[src/rtl/writeback_regfile.sv]
// Writeback stage register file: eight 16-bit registers, NZP condition codes, two read ports.
// Define WB_BYPASS_EN to forward the writeback value to a read port addressing the register being written.
module writeback_regfile (
  input  logic        clk,
  input  logic        rst_n,
  input  logic        enP,
  input  logic [1:0]  W_ControlP,
  input  logic [15:0] ALUoutP,
  input  logic [15:0] MemoutP,
  input  logic [15:0] PCoutP,
  input  logic [15:0] NpcP,
  input  logic [2:0]  dr,
  input  logic [2:0]  sr1,
  input  logic [2:0]  sr2,
  output logic [15:0] VSR1,
  output logic [15:0] VSR2,
  output logic [15:0] wb_data,
  output logic [2:0]  psr
);

  localparam int DATA_W = 16;
  localparam int NREGS  = 8;

  localparam logic [1:0] SEL_ALU = 2'b00;
  localparam logic [1:0] SEL_MEM = 2'b01;
  localparam logic [1:0] SEL_PC  = 2'b10;
  localparam logic [1:0] SEL_NPC = 2'b11;

  logic [DATA_W-1:0] regs [NREGS];

  // Condition codes are derived by treating the writeback value as signed.
  function automatic logic [2:0] nzp_of(input logic signed [DATA_W-1:0] v);
    if (v < 0)
      return 3'b100;
    else if (v == 0)
      return 3'b010;
    else
      return 3'b001;
  endfunction

  always_comb begin
    wb_data = ALUoutP;
    case (W_ControlP)
      SEL_ALU: wb_data = ALUoutP;
      SEL_MEM: wb_data = MemoutP;
      SEL_PC:  wb_data = PCoutP;
      SEL_NPC: wb_data = NpcP;
      default: wb_data = ALUoutP;
    endcase
  end

  always_ff @(posedge clk or negedge rst_n) begin
    if (!rst_n) begin
      for (int i = 0; i < NREGS; i++)
        regs[i] <= '0;
    end else if (enP) begin
      regs[dr] <= wb_data;
    end
  end

  // JSR link writes (NpcP source) must not disturb the condition codes.
  always_ff @(posedge clk or negedge rst_n) begin
    if (!rst_n)
      psr <= 3'b010;
    else if (enP && (W_ControlP != SEL_NPC))
      psr <= nzp_of(wb_data);
  end

`ifdef WB_BYPASS_EN
  assign VSR1 = (enP && (sr1 == dr)) ? wb_data : regs[sr1];
  assign VSR2 = (enP && (sr2 == dr)) ? wb_data : regs[sr2];
`else
  assign VSR1 = regs[sr1];
  assign VSR2 = regs[sr2];
`endif

endmodule

[config.mk]
export PLATFORM = sky130hd
export DESIGN_NAME = writeback_regfile
export DESIGN_NICKNAME = d
export VERILOG_FILES = /design/src/rtl/writeback_regfile.sv
export SDC_FILE = /design/constraint.sdc
export NUM_CORES = 1
export LEC_CHECK = 0
export CORE_AREA = 2 2 130 132
export CTS_BUF_LIST = sky130_fd_sc_hd__clkbuf_16
export DETAILED_ROUTE_END_ITERATION = 8
export DIE_AREA = 0 0 132 134
export PLACE_DENSITY = 0.69
export SLEW_MARGIN = 20
export SYNTH_ARGS = -nofsm -noshare
export SYNTH_HDL_FRONTEND = slang
export SYNTH_SLANG_ARGS = --single-unit
[constraint.sdc]
create_clock -name clk -period 2.63 [get_ports clk]
set_clock_uncertainty 0.15 [all_clocks]
set_input_delay 0.263 -clock clk [delete_from_list [all_inputs] [get_ports clk]]
set_output_delay 0.263 -clock clk [all_outputs]
set_load 0.02 [all_outputs]
==> impl_metrics.env <==
export IMPL_finalHoldViolCount=0
export IMPL_async_reset_ff_share_pct=100.0
export IMPL_rsz0062_at_grt="no"
export IMPL_dr_pass1_iters=4
export IMPL_crit_required_ns=2.22
export IMPL_setup_slack_ns=0.07129
export IMPL_maxCapViolations=0
export IMPL_routed_wl_microns=20570
export IMPL_dp_hpwl_microns=13350
export IMPL_status="finished clean"
export IMPL_core_sq_um=16290
export IMPL_rows=47
export IMPL_netlist_instances=428
export IMPL_drtAntennaViolNets=0
export IMPL_antenna_found_initial=0
export IMPL_crit_fanout=4
export IMPL_tritoncts="built"
export IMPL_fin_nets=660
export IMPL_dieArea_sq_um=17690
export IMPL_cp_num_cells=3
export IMPL_p_seq_share_pct=38.4
export IMPL_grt_first_pass_wirelength_microns=31440
export IMPL_cts_buffer_depth=2
export IMPL_ys_warn_count=0
export IMPL_syn2layout_area_growth_pct=33.78
export IMPL_cp_num_buf_inv=2
export IMPL_place_worst_setup_slack_ns=-0.2297
export IMPL_routed_via_count=4832
export IMPL_htreeDepth=4
export IMPL_arrival_ns=2.15
export IMPL_p_per_area_nw_per_um2=788.9
export IMPL_cp_slowest_cell="mux4_1"
export IMPL_crit_chain="clkdlybuf4s50_1, mux4_1, clkdlybuf4s50_1"
export IMPL_yosysSeqAreaShare_pct=45.29
export IMPL_ys_flop_type="dfrtp_1"
export IMPL_via_per_inst=5.929
export IMPL_ys_top_cells_by_area="dfrtp_1 (45%), mux2_2 (25%), mux4_2 (25%)"
export IMPL_clk_latency_ns=0.41
export IMPL_port_buffers=128
export IMPL_p_int_mw=5.482
export IMPL_cts_num_sinks=131
export IMPL_path_class="in2out"
export IMPL_synth_edff_count=0
export IMPL_initial_core_util_pct=44.45
export IMPL_synth_most_common_cell="mux2_2"
export IMPL_finalSetupViolations=0
export IMPL_crit_start="W_ControlP[0]"
export IMPL_finalCriticalPeriod_ns=2.559
export IMPL_root_buffer="clkbuf_16"
export IMPL_grt_pass1_vias=5245
export IMPL_antennaDiodeCount=0
export IMPL_grt_usage_pct=24.03
export IMPL_ys_top_cells_by_count="mux2_2 (161), dfrtp_1 (130), mux4_2 (79)"
export IMPL_slew_headroom_pct=55.63
export IMPL_max_stage_delay_ns=0.68
export IMPL_drc=0
export IMPL_hold_class="in2async"
export IMPL_grt_overflow=0
export IMPL_critical_path_most_common_cell="clkdlybuf4s50_1"
export IMPL_finalPower_mw=7.641
export IMPL_grt_max_degree=49
export IMPL_drtIter0Drc=347
export IMPL_finalCoreUtilization_pct=59.47
export IMPL_finalCritPeriodShare_pct=97.29
export IMPL_gp_congestion=0.8113
export IMPL_synth_distinct_cells=21
export IMPL_avgRoutedWirePerCell_microns=25.24
export IMPL_die_x_microns=132
export IMPL_fin_setup_tns_ns=0
export IMPL_post_cts_buffers=0
export IMPL_clkPwrFrac_pct=30.3
export IMPL_p_leak_nw=3.911
export IMPL_synth_nets=506
export IMPL_synth_area_per_cell_sq_um=16.92
export IMPL_cts_buffers=17
export IMPL_chipHeight_microns=134
export IMPL_worst_slew_pin_slew_ns=0.6655
export IMPL_synth_top_cell_area_share_pct=44.93
export IMPL_clk_pin_slew_worst_paths_ns=0.06
export IMPL_synth_seq_cells=131
export IMPL_yosysTopAreaCell="dfrtp_1"
export IMPL_io_pins=129
export IMPL_power_switching_mw=2.159
export IMPL_drv_slew=0
export IMPL_holdWs_ns=0.2741
export IMPL_r2r_start="psr[2]$_DFFE_PN0P_"
export IMPL_swShare_pct=28.26
export IMPL_cp_top_family="buffers and inverters"
export IMPL_vdd_drop_max_uv=543.8
export IMPL_p_comb_share_pct=31.3
export IMPL_cp_start_kind="primary input"
export IMPL_r2r_cells=1
export IMPL_drive_gt1_share_pct=53.78
export IMPL_synth_area_sq_um=7241
export IMPL_fmax_mhz=390.8
export IMPL_crit_path_end_kind="primary output"
metal layers:
metal	vias to the layer above	global-route usage (%)	part of all wire, %
met5	-	0	0
met4	0	8.696	2.2
met3	33	4.497	5.2
met2	182	40.28	51
met1	2588	31.54	42
li1	2029	-	-
area by class of cell:
class	instances	area, sq um
fill	1255	6603
multi-input combinational	262	3792
timing repair buffer	170	1765
clock buffer	17	425.4
tap	220	275.3
sequential	131	3279
clock inverter	15	148.9
power groups by stage:
stage / Combinational, mW / Clock (mW) / Sequential, mW
2_1_floorplan: 1.57 / 0 / 2.82
3_3_place_gp: 2.40 / 0 / 2.88
3_5_place_dp: 2.45 / 0 / 2.95
4_1_cts: 2.42 / 2.35 / 2.92
5_1_grt: 2.54 / 2.44 / 2.99
6_report: 2.39 / 2.31 / 2.93
state kept, by name, indices dropped and copies added, names as in the netlist:
name	flops
regs	128
psr	3
cells by family (layout without fill, tap and decap cells):
family	count (synthesis)	after routing	synth area share, %
multiplexers	241	241	49.97
flip-flops	131	131	45.29
buffers and inverters	35	202	2.333
AND/OR/NAND/NOR	19	19	2.108
AO/OA/AOI/OAI	2	2	0.2938
cell usage in the layout, fill, tap and decap left out:
master           count
buf_6                1
dfrtp_1            130
buf_12              14
nor3b_2              2
clkinv_1             3
a22o_1               1
mux4_2              79
nand4_1              2
inv_1                2
buf_2                2
nor4_2               3
buf_4               26
o31ai_2              1
mux2_2             161
dlygate4sd2_1       20
nand2_1              4
nor4_1               1
dlygate4sd3_1        1
nor3_2               2
clkinv_2             5
nor2_1               1
mux4_1               1
clkinvlp_4           2
nand4b_1             3
clkdlybuf4s50_1    102
nand2b_1             1
dlymetal6s2s_1       3
bufinv_16            3
clkbuf_16           18
dfstp_2              1
through the flow:
stage	std cells	cell area (sq um)
finish	815	9687
global route	815	9687
CTS	814	9651
detailed placement	781	9091
global placement	781	9091
floorplan	428	7241
repair_timing:
action                                  CTS  global route
hold buffers                              1             0
gates resized for setup                  20             4
hold endpoints to repair                 46             0
gates cloned                              0             1
endpoints found under the setup margin   24            24
final timing paths:
check / slack, ns / end
worst min register to register: 0.37 / psr[1]$_DFFE_PN1P_
min in group clk: 0.37 / psr[1]$_DFFE_PN1P_
worst max-delay path: 0.07 / wb_data[6]
max in group asynchronous: 1.31 / psr[1]$_DFFE_PN1P_
worst min-delay path: 0.27 / regs[54]$_DFFE_PN0P_
worst max register to register: 1.66 / psr[2]$_DFFE_PN0P_
No activity file was read; power rests on OpenSTA's default activity.
